--- config.mk ---
export PLATFORM = sky130hd
export DESIGN_NAME = mac_lookup_ctrl_flat
export DESIGN_NICKNAME = d
export VERILOG_FILES = /design/src/rtl/mac_lookup_ctrl_pkg.sv /design/src/rtl/mac_lookup_ctrl_if.sv /design/src/rtl/mac_lookup_ctrl_hash.sv /design/src/rtl/mac_lookup_ctrl.sv /design/src/flat_wrapper.sv
export SDC_FILE = /design/constraint.sdc
export NUM_CORES = 1
export LEC_CHECK = 0
export BUFFER_PORTS_ARGS = -buffer_cell sky130_fd_sc_hd__buf_2
export CORE_MARGIN = 2
export CORE_UTILIZATION = 63
export DETAILED_ROUTE_END_ITERATION = 12
export GPL_TIMING_DRIVEN = 0
export PLACE_DENSITY_LB_ADDON = 0.15
export REMOVE_ABC_BUFFERS = 1
export SYNTH_ARGS = -nofsm -noshare
export SYNTH_HDL_FRONTEND = slang
export SYNTH_SLANG_ARGS = --single-unit
--- constraint.sdc ---
create_clock -name iclk -period 8.1 [get_ports iclk]
set_input_delay 0.81 -clock iclk [delete_from_list [all_inputs] [get_ports iclk]]
set_output_delay 0.81 -clock iclk [all_outputs]
set_load 0.02 [all_outputs]
--- src/rtl/mac_lookup_ctrl_pkg.sv ---
// Shared definitions for the MAC table lookup controller: default widths,
// header length, parser state encoding and the forwarding decision record.
package mac_pkg;

   localparam int PORT_NUM  = 4;
   localparam int SLOTS     = 256;
   localparam int PW        = $clog2(PORT_NUM);
   localparam int IW        = $clog2(SLOTS);
   localparam int MAC_BYTES = 6;

   typedef enum logic [2:0] {
      IDLE,
      DA,
      SA,
      LOOKUP,
      WAIT,
      RESULT
   } state_t;

   typedef struct packed {
      logic [PW-1:0] port;
      logic          flood;
      logic          drop;
   } fwd_t;

endpackage

--- src/rtl/mac_lookup_ctrl_if.sv ---
// Forwarding decision channel between the lookup controller (master)
// and the switch fabric (slave); valid/ready handshake.
interface mac_lookup_ctrl_if #(
   parameter int pPW = 2
);

   logic           o_fwd_valid;
   logic           i_fwd_ready;
   logic [pPW-1:0] o_fwd_port;
   logic           o_fwd_flood;
   logic           o_fwd_drop;

   modport master (
      output o_fwd_valid,
      output o_fwd_port,
      output o_fwd_flood,
      output o_fwd_drop,
      input  i_fwd_ready
   );

   modport slave (
      input  o_fwd_valid,
      input  o_fwd_port,
      input  o_fwd_flood,
      input  o_fwd_drop,
      output i_fwd_ready
   );

endinterface

--- src/rtl/mac_lookup_ctrl_hash.sv ---
// MAC address to table slot index hash (combinational).
// Algorithm is chosen by the MAC_LOOKUP_CRC_HASH_EN macro:
//   defined   : CRC-8, poly 0x07, init 0x00, MSB-first, low pIW bits
//   undefined : XOR fold of the address in pIW-bit chunks from the LSB
// The MAC table itself is address-agnostic, so every controller feeding
// the same table must be built with the same setting.
module mac_hash #(
   parameter int pMAC_W = 48,
   parameter int pIW    = 8
) (
   input  logic [pMAC_W-1:0] i_mac,
   output logic [pIW-1:0]    o_idx
);

`ifdef MAC_LOOKUP_CRC_HASH_EN

   if (pIW > 8) begin : g_iw_chk
      $error("mac_hash: CRC-8 hash supports at most 256 slots");
   end

   logic [7:0] w_crc;

   // Bit-serial CRC-8 over the whole address, most significant bit first
   always_comb begin
      w_crc = 8'h00;
      for (int b = pMAC_W - 1; b >= 0; b--) begin
         if (w_crc[7] ^ i_mac[b]) begin
            w_crc = {w_crc[6:0], 1'b0} ^ 8'h07;
         end else begin
            w_crc = {w_crc[6:0], 1'b0};
         end
      end
      o_idx = w_crc[pIW-1:0];
   end

`else

   localparam int lCHUNKS = (pMAC_W + pIW - 1) / pIW;

   // XOR fold; the top chunk is implicitly zero-padded by the shift
   always_comb begin
      o_idx = '0;
      for (int c = 0; c < lCHUNKS; c++) begin
         o_idx = o_idx ^ pIW'(i_mac >> (c * pIW));
      end
   end

`endif

endmodule

--- src/rtl/mac_lookup_ctrl.sv ---
// MAC table initiator: parses DA/SA from the ingress header byte stream,
// issues a learn write (SA -> ingress port) and a DA lookup to the table,
// then returns one forwarding decision per frame over a valid/ready channel.
// Hash algorithm selected by MAC_LOOKUP_CRC_HASH_EN (see mac_hash).
module mac_lookup_ctrl
   import mac_pkg::*;
#(
   parameter int pPORT_NUM = 4,
   parameter int pSLOTS    = 256,
   parameter int pMAC_W    = 48
) (
   input  logic                         iclk,
   input  logic                         irst,
   input  logic [7:0]                   i_data,
   input  logic                         i_valid,
   input  logic                         i_sof,
   input  logic [$clog2(pPORT_NUM)-1:0] i_src_port,
   output logic                         o_ready,
   output logic                         o_write_enable,
   output logic [$clog2(pPORT_NUM)-1:0] o_port_num,
   output logic [$clog2(pSLOTS)-1:0]    o_MAC_SA,
   output logic [$clog2(pSLOTS)-1:0]    o_MAC_DA,
   input  logic [$clog2(pPORT_NUM)-1:0] i_port_num,
   mac_lookup_ctrl_if.master            fwd
);

   localparam int lPW = $clog2(pPORT_NUM);
   localparam int lIW = $clog2(pSLOTS);

   // The decision record in the package is sized for the default port count
   if (lPW != PW) begin : g_pw_chk
      $error("mac_lookup_ctrl: pPORT_NUM must give the package port width");
   end
   if (pMAC_W != MAC_BYTES * 8) begin : g_mac_chk
      $error("mac_lookup_ctrl: pMAC_W must equal MAC_BYTES*8");
   end

   // Control / table-facing registers
   state_t           r_state;
   logic [2:0]       r_cnt;
   logic             r_ready;
   logic             r_we;
   logic [lPW-1:0]   r_port_num;
   logic [lIW-1:0]   r_mac_sa;
   logic [lIW-1:0]   r_mac_da;
   logic             r_fwd_valid;
   fwd_t             r_fwd;

   // Header datapath registers (no reset needed: fully overwritten per frame)
   logic [pMAC_W-1:0] r_da;
   logic [pMAC_W-1:0] r_sa;
   logic [lPW-1:0]    r_src;

   logic              w_acc;
   logic              w_start;
   logic              w_da_shift;
   logic              w_sa_shift;
   logic              w_last;
   logic              w_sa_mcast;
   logic              w_da_mcast;
   logic [pMAC_W-1:0] w_sa_next;
   logic [lIW-1:0]    w_da_idx;
   logic [lIW-1:0]    w_sa_idx;

   assign w_acc      = i_valid & r_ready;
   assign w_start    = w_acc & i_sof;
   assign w_da_shift = w_acc & ~i_sof & (r_state == DA);
   assign w_sa_shift = w_acc & ~i_sof & (r_state == SA);
   assign w_last     = (r_cnt == 3'(MAC_BYTES - 1));

   // SA including the byte being accepted now, so LOOKUP outputs can be
   // registered on the same edge that takes the 6th SA byte
   assign w_sa_next  = {r_sa[pMAC_W-9:0], i_data};

   // Group bit is bit0 of address byte0, i.e. the LSB of the top byte
   assign w_sa_mcast = w_sa_next[pMAC_W-8];
   assign w_da_mcast = r_da[pMAC_W-8];

   mac_hash #(
      .pMAC_W (pMAC_W),
      .pIW    (lIW)
   ) u_hash_da (
      .i_mac  (r_da),
      .o_idx  (w_da_idx)
   );

   mac_hash #(
      .pMAC_W (pMAC_W),
      .pIW    (lIW)
   ) u_hash_sa (
      .i_mac  (w_sa_next),
      .o_idx  (w_sa_idx)
   );

   // Header shift registers and ingress port capture on the sof byte
   always_ff @(posedge iclk) begin
      if (w_start | w_da_shift) begin
         r_da <= {r_da[pMAC_W-9:0], i_data};
      end
      if (w_sa_shift) begin
         r_sa <= w_sa_next;
      end
      if (w_start) begin
         r_src <= i_src_port;
      end
   end

   // Parser / lookup FSM with registered table and decision outputs
   always_ff @(posedge iclk or posedge irst) begin
      if (irst) begin
         r_state     <= IDLE;
         r_cnt       <= 3'd0;
         r_ready     <= 1'b1;
         r_we        <= 1'b0;
         r_port_num  <= '0;
         r_mac_sa    <= '0;
         r_mac_da    <= '0;
         r_fwd_valid <= 1'b0;
         r_fwd       <= '0;
      end else begin
         r_we <= 1'b0;
         case (r_state)
            IDLE: begin
               // Non-sof bytes here are payload/FCS and are simply dropped
               if (w_start) begin
                  r_state <= DA;
                  r_cnt   <= 3'd1;
               end
            end
            DA: begin
               if (w_start) begin
                  r_cnt <= 3'd1;
               end else if (w_da_shift) begin
                  if (w_last) begin
                     r_state <= SA;
                     r_cnt   <= 3'd0;
                  end else begin
                     r_cnt <= r_cnt + 3'd1;
                  end
               end
            end
            SA: begin
               if (w_start) begin
                  // New frame before header complete: abandon, no table access
                  r_state <= DA;
                  r_cnt   <= 3'd1;
               end else if (w_sa_shift) begin
                  if (w_last) begin
                     r_state  <= LOOKUP;
                     r_cnt    <= 3'd0;
                     r_ready  <= 1'b0;
                     r_mac_da <= w_da_idx;
                     // Group source addresses are never learned
                     r_we     <= ~w_sa_mcast;
                     if (!w_sa_mcast) begin
                        r_mac_sa   <= w_sa_idx;
                        r_port_num <= r_src;
                     end
                  end else begin
                     r_cnt <= r_cnt + 3'd1;
                  end
               end
            end
            LOOKUP: begin
               r_state <= WAIT;
            end
            WAIT: begin
               // Table read data is valid this cycle
               r_fwd_valid <= 1'b1;
               r_fwd.port  <= i_port_num;
               r_fwd.flood <= w_da_mcast;
               r_fwd.drop  <= ~w_da_mcast & (i_port_num == r_src);
               r_state     <= RESULT;
            end
            RESULT: begin
               if (fwd.i_fwd_ready) begin
                  r_fwd_valid <= 1'b0;
                  r_ready     <= 1'b1;
                  r_state     <= IDLE;
               end
            end
            default: begin
               r_state <= IDLE;
               r_ready <= 1'b1;
            end
         endcase
      end
   end

   assign o_ready         = r_ready;
   assign o_write_enable  = r_we;
   assign o_port_num      = r_port_num;
   assign o_MAC_SA        = r_mac_sa;
   assign o_MAC_DA        = r_mac_da;

   assign fwd.o_fwd_valid = r_fwd_valid;
   assign fwd.o_fwd_port  = r_fwd.port;
   assign fwd.o_fwd_flood = r_fwd.flood;
   assign fwd.o_fwd_drop  = r_fwd.drop;

endmodule

--- src/flat_wrapper.sv ---
// flat-port wrapper written by rule: the top's interface ports become plain ports
module mac_lookup_ctrl_flat import mac_pkg::*;
#(
   parameter int pPORT_NUM = 4,
   parameter int pSLOTS    = 256,
   parameter int pMAC_W    = 48
)
  (iclk, irst, i_data, i_valid, i_sof, i_src_port, o_ready, o_write_enable, o_port_num, o_MAC_SA, o_MAC_DA, i_port_num, fwd_o_fwd_valid, fwd_o_fwd_port, fwd_o_fwd_flood, fwd_o_fwd_drop, fwd_i_fwd_ready);
  mac_lookup_ctrl_if #(.pPW(2)) fwd_i ();
  input  logic iclk;
  input  logic irst;
  input  logic [7:0] i_data;
  input  logic i_valid;
  input  logic i_sof;
  input  logic [$clog2(pPORT_NUM)-1:0] i_src_port;
  output logic o_ready;
  output logic o_write_enable;
  output logic [$clog2(pPORT_NUM)-1:0] o_port_num;
  output logic [$clog2(pSLOTS)-1:0] o_MAC_SA;
  output logic [$clog2(pSLOTS)-1:0] o_MAC_DA;
  input  logic [$clog2(pPORT_NUM)-1:0] i_port_num;
  output wire logic [$bits(fwd_i.o_fwd_valid)-1:0] fwd_o_fwd_valid;
  output wire logic [$bits(fwd_i.o_fwd_port)-1:0] fwd_o_fwd_port;
  output wire logic [$bits(fwd_i.o_fwd_flood)-1:0] fwd_o_fwd_flood;
  output wire logic [$bits(fwd_i.o_fwd_drop)-1:0] fwd_o_fwd_drop;
  input wire logic [$bits(fwd_i.i_fwd_ready)-1:0] fwd_i_fwd_ready;
  assign fwd_o_fwd_valid = fwd_i.o_fwd_valid;
  assign fwd_o_fwd_port = fwd_i.o_fwd_port;
  assign fwd_o_fwd_flood = fwd_i.o_fwd_flood;
  assign fwd_o_fwd_drop = fwd_i.o_fwd_drop;
  assign fwd_i.i_fwd_ready = fwd_i_fwd_ready;
  mac_lookup_ctrl #(.pPORT_NUM(pPORT_NUM), .pSLOTS(pSLOTS), .pMAC_W(pMAC_W)) u_core (.iclk(iclk), .irst(irst), .i_data(i_data), .i_valid(i_valid), .i_sof(i_sof), .i_src_port(i_src_port), .o_ready(o_ready), .o_write_enable(o_write_enable), .o_port_num(o_port_num), .o_MAC_SA(o_MAC_SA), .o_MAC_DA(o_MAC_DA), .i_port_num(i_port_num), .fwd(fwd_i));
endmodule
==> results.toml, run 1 <==
[synth]
synth_seq_area_share = 0.7282
synth-edff-count = 90
synth_flop_cell = "edfxtp_1"
ys_async_sr_fraction = 0.2562
synth_top_area_frac = 0.5656
yosys.area.top_type = "edfxtp_1"
ys_seq_elements = 121
yosysWarnings = 0
avgSynthCellArea_um2 = 15.62
netlist_instances = 306
ys_top_cells_by_area = "edfxtp_1 57%, dfrtp_1 16%, xnor2_1 15%"
synthTopCellsByCount = "90 x edfxtp_1, 81 x xnor2_1, 30 x dfrtp_1"
synth_most_common_cell = "edfxtp_1"
synth_cell_type_count = 34
netlist_area_um2 = 4778

[timing]
period_share = 0.3340
max_slew.worst_pin.slew_ns = 1.223
worst_slew_margin_rel = 0.1789
layout_min_cycle_time_ns = 2.706
setup_viol = 0
fin_setup_tns_ns = 0
hold_violations = 0
rsz0062_at_grt = "no"
finalClockSkew_ns = 0.01077
max_freq_ghz = 0.3696
drv_slew = 0

[die]
die_w_um = 91.09
core_um2 = 7292
start_util = 0.6553
die_area_um2 = 8297
die_h_um = 91.09
ios = 42
rows = 31

[power]
seqPwrFrac = 0.483
clockPowerShare = 0.506
totalPowerFinal_mw = 1.370
switchingPower_mw = 0.2690
p_sw_frac = 0.1964
cellLeakagePower_nw = 2.063
p_int_mw = 1.101
pwr_density_cell_nw_per_um2 = 241.2
ir_worst_vdd_mv = 0.2337
combPwrFrac = 0.011

[clock_tree]
root_buffer = "clkbuf_8"
cts.clk_slew.worst_paths_ns = 0.06
cts-htree-levels = 4
cts_tree = "done"
ctsResizeCount = 0
clock_latency_ns = 0.50
post-cts-setup-buffer-count = 0
cts.sinks = 121
holdBufCountCts = 0
cts_buffer_depth = 2
cts_inserted_buffers = 17

[route]
wl_met1_um = 3671
vias = 2494
first_pass_iters = 4
ant_nets = 0
drc = 0
vias_per_cell = 5.273
dr_wl_met2_um = 3893
finalWirelength_um = 7853
top_layer_used = "met4"
wl_per_cell_um = 16.60
drtIter0Drc = 162
dr_wl_met3_um = 199

[finish]
area_delta_synth_final_pct = 18.85
fin_nets = 379
fillers = 431
diodes = 0
drive_gt1_frac = 0.2193

[critical_path]
endpoint_kind = "flop"
critPathLaunch = "u_core.r_state[0]$_DFFE_PP0P_"
crit_path_max_fanout = 18
max_stage_delay_ns = 1.03
critPathArrivalTime_ns = 3.09
crit_chain = "or3b_1, nor4_4, mux2_2"
start_kind = "flop"
slowest_stage = "nor4_4"
worst-setup-path-type = "flop to flop"
critPathRequiredTime_ns = 8.49
worstReg2RegStart = "u_core.r_state[0]$_DFFE_PP0P_"

[global_route]
grt_pass1_wl_um = 13090
first_global_vias = 2639
grt_start_max_net_pins = 38
grt_use_total = 0.2096
grt-ovfl-total = 0
antenna_found_initial = 0

[worst_hold_path]
min_path_type = "primary input to asynchronous set/reset pin"

[place]
dp_hpwl_um = 4692
gp_congestion = 0.7628
portBuffers = 41

[outcome]
outcome = "finished, final reports clean"

[job]
drv_cap = 0
final timing paths:
check / slack (ns) / cells after the start / endpoint
min in group iclk: 0.47 / 0 / u_core.r_sa[23]$_DFFE_PN_
hold reg to reg: 0.47 / 0 / u_core.r_sa[23]$_DFFE_PN_
setup reg to reg: 5.39 / 3 / u_core.o_port_num[0]$_DFFE_PP0P_
setup / recovery: 5.39 / 3 / u_core.o_port_num[0]$_DFFE_PP0P_
max in group asynchronous: 7.20 / 2 / u_core.o_MAC_SA[1]$_DFFE_PP0P_
hold / removal: 0.42 / 2 / u_core.o_MAC_DA[6]$_DFFE_PP0P_
per-layer routing:
layer / track usage / vias up
met1: 0.2850 / 1241
met3: 0.05560 / 6
met2: 0.3253 / 46
li1: - / 1201
met5: 0 / -
met4: 0.08712 / 0
layout by cell type, fill, tap and decap left out, drive strengths merged, types with 2 or more instances in the layout:
| cell type | synthesis | routed |
|---|---|---|
| a21oi | 19 | 19 |
| a22o | 2 | 2 |
| a31oi | 2 | 2 |
| buf | 3 | 43 |
| bufinv | 0 | 2 |
| clkbuf | 3 | 19 |
| clkinv | 0 | 4 |
| clkinvlp | 0 | 5 |
| dfrtp | 30 | 30 |
| edfxtp | 90 | 90 |
| inv | 5 | 6 |
| mux2 | 4 | 4 |
| nand2 | 16 | 16 |
| nand3b | 3 | 3 |
| nor2 | 21 | 21 |
| nor2b | 3 | 3 |
| nor3 | 3 | 3 |
| o21ai | 4 | 4 |
| o22a | 2 | 2 |
| xnor2 | 81 | 81 |
| xor2 | 2 | 2 |
kinds of logic (layout without fill, tap and decap cells):
logic type	after synthesis	in the layout	synth area share
and+or+nand+nor	51	51	0.05211
muxes	4	4	0.009426
xor gates and xnor gates	83	83	0.1521
AOI/OAI and AO/OA	36	36	0.04740
DFF	121	121	0.7282
buffers and inverters	11	79	0.01074
cell type report:
| cell class | instances | area [um2] | share of cell area |
|---|---|---|---|
| clock buffers | 19 | 421.7 | 0.07425 |
| well taps | 99 | 123.9 | 0.02181 |
| repair buffers | 43 | 245.2 | 0.04318 |
| clock inverters | 12 | 127.6 | 0.02247 |
| multi-input cells | 174 | 1262 | 0.2223 |
| flip-flops and latches | 121 | 3480 | 0.6127 |
| inverters | 5 | 18.77 | 0.003305 |
sequential cells by signal (all words and copies together), names as in the netlist, 2 cells and up:
name	cells
u_core.r_da	48
u_core.r_sa	40
u_core.o_MAC_DA	8
u_core.o_MAC_SA	8
u_core.r_cnt	3
u_core.r_state	3
u_core.fwd.o_fwd_port	2
u_core.o_port_num	2
u_core.r_src	2
worst max-delay path: cells and delay by family (launching register included):
kind	cells	cell delay, ns
flip-flops	1	0.55
AND/OR/NAND/NOR	2	1.61
multiplexers	1	0.42
metrics by stage:
stage          setup slack (ns)  hold WS, ns  instance area (um2)  utilization  cells
6_report                  5.394       0.4244                 5679       0.7788    473
5_1_grt                   5.270       0.4654                 5679       0.7788    473
4_1_cts                   5.375       0.4632                 5679       0.7788    473
3_5_place_dp              5.272       0.4555                 5130       0.7035    442
3_3_place_gp              3.837       0.4522                 5075       0.6960    440
2_1_floorplan             4.727       0.4487                 4746            -    300
power by group through the flow:
| stage | registers (mW) | logic [mW] | clock network (mW) |
|---|---|---|---|
| 3_5_place_dp | 0.673 | 0.0157 | 0 |
| 3_3_place_gp | 0.673 | 0.0152 | 0 |
| 2_1_floorplan | 0.674 | 0.00728 | 0 |
| 6_report | 0.661 | 0.0155 | 0.693 |
| 5_1_grt | 0.661 | 0.0177 | 0.734 |
| 4_1_cts | 0.661 | 0.0159 | 0.703 |
No activity file was read; power rests on OpenSTA's default activity.
==> run 2, diff against run 1 <==
Settings changed: CORE_UTILIZATION 63 to 59.
Clock period 8.1 ns to 2.8 ns, I/O delays scaled along.
==> results.toml, run 2 (synthesized netlist as in run 1, its figures left out) <==
[outcome]
outcome = "finished, final reports clean"

[power]
ir_worst_vdd_mv = 0.6528
combPwrFrac = 0.015
cellLeakagePower_nw = 2.170
switchingPower_mw = 0.8117
seqPwrFrac = 0.473
totalPowerFinal_mw = 4.044
clockPowerShare = 0.513
pwr_density_cell_nw_per_um2 = 685.9
p_int_mw = 3.233
p_sw_frac = 0.2007

[die]
core_um2 = 7767
die_h_um = 94.00
start_util = 0.6152
die_area_um2 = 8835
rows = 32
ios = 42
die_w_um = 94.00

[route]
drc = 0
ant_nets = 0
first_pass_iters = 4
wl_per_cell_um = 16.05
vias_per_cell = 5.160
vias = 2549
drtIter0Drc = 174
finalWirelength_um = 7929

[timing]
period_share = 0.8931
finalClockSkew_ns = 0.01250
worst_slew_margin_rel = 0.2353
layout_min_cycle_time_ns = 2.501
max_slew.worst_pin.slew_ns = 1.141
setup_viol = 0
drv_slew = 0
finalHoldWorstSlack_ns = 0.07590
max_freq_ghz = 0.3999
rsz0062_at_grt = "no"
hold_violations = 0
fin_setup_tns_ns = 0

[finish]
fillers = 501
multiInputGateArea_um2 = 1262
largest_register = "u_core.r_da"
layout_common_cells = "90 x edfxtp_1, 81 x xnor2_1, 41 x buf_2"
regArea_um2 = 3480
final_util = 0.7592
diodes = 0
fin_nets = 396
drive_gt1_frac = 0.2321
final_cells = 494
reg_top3 = "u_core.r_da (48), u_core.r_sa (40)"
area_delta_synth_final_pct = 23.41
layout_commonest_cell = "edfxtp_1"
largest_register_ffs = 48

[critical_path]
crit_path_max_fanout = 16
critPathArrivalTime_ns = 2.93
critPathRequiredTime_ns = 3.22
r2r.worst_path.cells = 4
start_kind = "flop"
worst-setup-path-type = "flop to flop"
endpoint_kind = "flop"
rrSetupSlack_ns = 0.30

[clock_tree]
clock_latency_ns = 0.51
cts_inserted_buffers = 17
cts-htree-levels = 4
cts.clk_slew.worst_paths_ns = 0.06
root_buffer = "clkbuf_8"
cts_tree = "done"
cts.sinks = 121
cts_buffer_depth = 2

[place]
dp_hpwl_um = 4580
portBuffers = 41
gp_congestion = 0.7893
dp_cells = 445

[global_route]
grt_start_max_net_pins = 36
first_global_vias = 2566
antenna_found_initial = 0
grt-ovfl-total = 0
grt_use_total = 0.1995
grt_pass1_wl_um = 12990

[worst_hold_path]
min_path_type = "primary input to flop"
worstHoldPathCells = 4

[job]
drv_cap = 0
-- run 2: stage by stage --
| stage | instance area [um2] | setup WS (ns) |
|---|---|---|
| final | 5897 | 0.2992 |
| after global routing | 5897 | 0.09380 |
| after CTS | 5832 | 0.08605 |
| after detailed placement | 5134 | 0.07598 |
| after global placement | 5079 | -1.380 |
| after floorplan | 4746 | -0.3981 |
-- run 2: critical path: stages (launching register included) --
cell     delay (ns)
dfrtp_1        0.54
or3b_1         0.58
nor3_2         0.95
nor2_1         0.14
a21oi_1        0.19
-- run 2: area by class of cell --
type	instances	area share
multi-input combinational	174	0.2141
inverter	5	0.003183
tap	102	0.02164
sequential	121	0.5901
clock buffer	18	0.07257
timing repair buffer	60	0.07299
clock inverter	14	0.02546
-- run 2: path summary, 6_finish.rpt --
check / from / to
setup / recovery: u_core.r_state[0]$_DFFE_PP0P_ / u_core.o_MAC_DA[4]$_DFFE_PP0P_
hold / removal: fwd_i_fwd_ready / u_core.fwd.o_fwd_valid$_DFFE_PP0P_
setup reg to reg: u_core.r_state[0]$_DFFE_PP0P_ / u_core.o_MAC_DA[4]$_DFFE_PP0P_
hold reg to reg: u_core.r_da[10]$_DFFE_PP_ / u_core.r_da[18]$_DFFE_PP_
max in group asynchronous: irst / u_core.o_MAC_DA[1]$_DFFE_PP0P_
min in group asynchronous: irst / u_core.o_write_enable$_DFF_PP0_
-- run 2: layer usage --
metal / up-vias / share of wire / track usage
met5: - / 0 / 0
met4: 0 / 0.0053 / 0.06643
met3: 4 / 0.035 / 0.06340
met2: 50 / 0.49 / 0.2863
met1: 1257 / 0.47 / 0.2922
li1: 1238 / - / -
-- run 2: what timing repair did --
item                                   4_1_cts  5_1_grt
buffers inserted                             0        4
hold buffers                                12        1
gates resized for setup                      0        0
endpoints found under the hold margin       20       30
setup endpoints to repair                    0        3
-- run 2: power groups by stage --
stage | clock [mW] | combinational, mW | sequential (mW)
2_1_floorplan | 0 | 0.0211 | 1.95
3_3_place_gp | 0 | 0.0434 | 1.95
3_5_place_dp | 0 | 0.0454 | 1.95
4_1_cts | 2.11 | 0.0585 | 1.91
5_1_grt | 2.19 | 0.0659 | 1.91
6_report | 2.07 | 0.0591 | 1.91
==> run 3, diff against run 2 <==
--- a/config.mk
+++ b/config.mk
@@ -9,4 +9,5 @@
 export CORE_MARGIN = 2
 export CORE_UTILIZATION = 59
+export CTS_BUF_LIST = sky130_fd_sc_hd__clkbuf_16
 export DETAILED_ROUTE_END_ITERATION = 12
 export GPL_TIMING_DRIVEN = 0
==> constraint.sdc (replaced) <==
create_clock -name iclk -period 2.8 [get_ports iclk]
set_input_delay 0.28 -clock iclk [delete_from_list [all_inputs] [get_ports iclk]]
set_output_delay 0.28 -clock iclk [all_outputs]
set_load 0.01 [all_outputs]
==> results.toml, run 3 (synthesized netlist as in run 1, its figures left out) <==
[place]
gp_congestion = 0.7893
portBuffers = 41
dp_cells = 445
place_ws_ns = 0.07598
dp_hpwl_um = 4580

[finish]
reg_top3 = "u_core.r_da (48), u_core.r_sa (40)"
diodes = 0
fillers = 515
fin_nets = 383
layout_commonest_cell = "edfxtp_1"
drive_gt1_frac = 0.2375
area_delta_synth_final_pct = 20.71
final_util = 0.7426
final_cells = 481
largest_register = "u_core.r_da"
layout_common_cells = "90 x edfxtp_1, 81 x xnor2_1, 41 x buf_2"
largest_register_ffs = 48

[clock_tree]
clock_latency_ns = 0.40
cts.sinks = 121
cts-htree-levels = 4
holdBufCountCts = 0
root_buffer = "clkbuf_16"
cts.clk_slew.worst_paths_ns = 0.06
cts_inserted_buffers = 17
cts_buffer_depth = 2
cts_tree = "done"

[global_route]
antenna_found_initial = 0
grt_pass1_wl_um = 12530
grt.busiest_layer = "met1"
grt_use_total = 0.1939
use_met2 = 0.2714
grt-ovfl-total = 0
first_global_vias = 2484
grtUsageMet3 = 0.05538
use_met1 = 0.2859
grt_start_max_net_pins = 36

[critical_path]
rrSetupSlack_ns = 0.33
critPathArrivalTime_ns = 2.79
r2r.worst_path.cells = 4
start_kind = "flop"
slowest_stage = "nor3_2"
worst-setup-path-type = "flop to flop"
cp.depth = 4
worstReg2RegStart = "u_core.r_state[0]$_DFFE_PP0P_"
endpoint_kind = "flop"
critPathLaunch = "u_core.r_state[0]$_DFFE_PP0P_"
crit_end = "u_core.o_MAC_DA[4]$_DFFE_PP0P_"
max_stage_delay_ns = 0.92
cp_num_buf_inv = 0
path_delay_family = "simple AND/OR/NAND/NOR gates"
crit_path_max_fanout = 16
crit_chain = "or3b_1, nor3_2, nor2_1, a21oi_1"
rr_endpoint = "u_core.o_MAC_DA[4]$_DFFE_PP0P_"
critPathRequiredTime_ns = 3.12

[timing]
setup_slack_ns = 0.3252
drv_slew = 0
max_freq_ghz = 0.4041
rsz0062_at_grt = "no"
finalClockSkew_ns = 0.006613
layout_min_cycle_time_ns = 2.475
setup_viol = 0
hold_violations = 0
max_slew.worst_pin.slew_ns = 1.112
fin_setup_tns_ns = 0
period_share = 0.8838
worst_slew_margin_rel = 0.2543

[power]
totalPowerFinal_mw = 4.039
clockPowerShare = 0.515
ir_worst_vdd_mv = 0.5968
switchingPower_mw = 0.8015
p_int_mw = 3.238
pwr_density_cell_nw_per_um2 = 700.3
seqPwrFrac = 0.474
p_sw_frac = 0.1984
combPwrFrac = 0.011
cellLeakagePower_nw = 2.116

[route]
first_pass_iters = 5
drc = 0
vias_per_cell = 5.216
finalWirelength_um = 7668
drtIter0Drc = 139
ant_nets = 0
vias = 2509
wl_per_cell_um = 15.94

[die]
rows = 32
die_area_um2 = 8835
start_util = 0.6152
core_um2 = 7767
die_w_um = 94.00
die_h_um = 94.00
ios = 42

[worst_hold_path]
min_path_type = "primary input to asynchronous set/reset pin"

[job]
drv_cap = 0

[outcome]
outcome = "finished, final reports clean"
## run 3: cell types whose count changed in the layout (fill, tap and decap cells not counted)
| cell | delta |
|---|---|
| clkinv_1 | +1 |
| clkbuf_16 | +1 |
| clkbuf_8 | -2 |
| dlygate4sd3_1 | -13 |
## run 3: metal layers
metal | part of all wire | up-vias | routed length (um)
met3 | 0.043 | 17 | 328
met4 | 0.019 | 0 | 145
met1 | 0.47 | 1220 | 3617
met5 | 0 | - | 0
li1 | - | 1213 | -
met2 | 0.47 | 59 | 3577
## run 3: worst min-delay path by stage
stage / start / to / depth (start not counted)
after floorplan: i_sof / u_core.r_cnt[2]$_DFFE_PP0P_ / 1
after global placement: u_core.r_sa[5]$_DFFE_PN_ / u_core.r_sa[13]$_DFFE_PN_ / 0
after detailed placement: u_core.r_sa[9]$_DFFE_PN_ / u_core.r_sa[17]$_DFFE_PN_ / 0
after CTS: i_src_port[0] / u_core.r_src[0]$_DFFE_PP_ / 1
after global routing: i_src_port[0] / u_core.r_src[0]$_DFFE_PP_ / 1
final: irst / u_core.o_write_enable$_DFF_PP0_ / 2
## run 3: per-stage QoR
step / hold slack (ns) / cell area [um2]
after floorplan: 0.3691 / 4746
after global placement: 0.4503 / 5079
after detailed placement: 0.4563 / 5134
after CTS: 0.04261 / 5713
after global routing: 0.04200 / 5768
final: 0.01397 / 5768
## run 3: area by class of cell
type	count	area, um2	area share
flip-flops and latches	121	3480	0.6033
multi-input cells	174	1262	0.2189
clock buffers	17	425.4	0.07375
repair buffers	47	300.3	0.05206
clock inverters	15	153.9	0.02668
well taps	102	127.6	0.02213
inverters	5	18.77	0.003254
## run 3: power groups by stage
stage	Sequential [mW]	Combinational, mW	Clock, mW
final	1.91	0.0450	2.08
after global placement	1.95	0.0434	0
after CTS	1.91	0.0459	2.13
after detailed placement	1.95	0.0454	0
after floorplan	1.95	0.0211	0
after global routing	1.91	0.0502	2.20
## run 3: timing repair
| item | in CTS | in global routing |
|---|---|---|
| setup endpoints to repair | 0 | 3 |
| endpoints found under the hold margin | 0 | 0 |
| setup buffers | 0 | 4 |
| resized for setup | 0 | 0 |
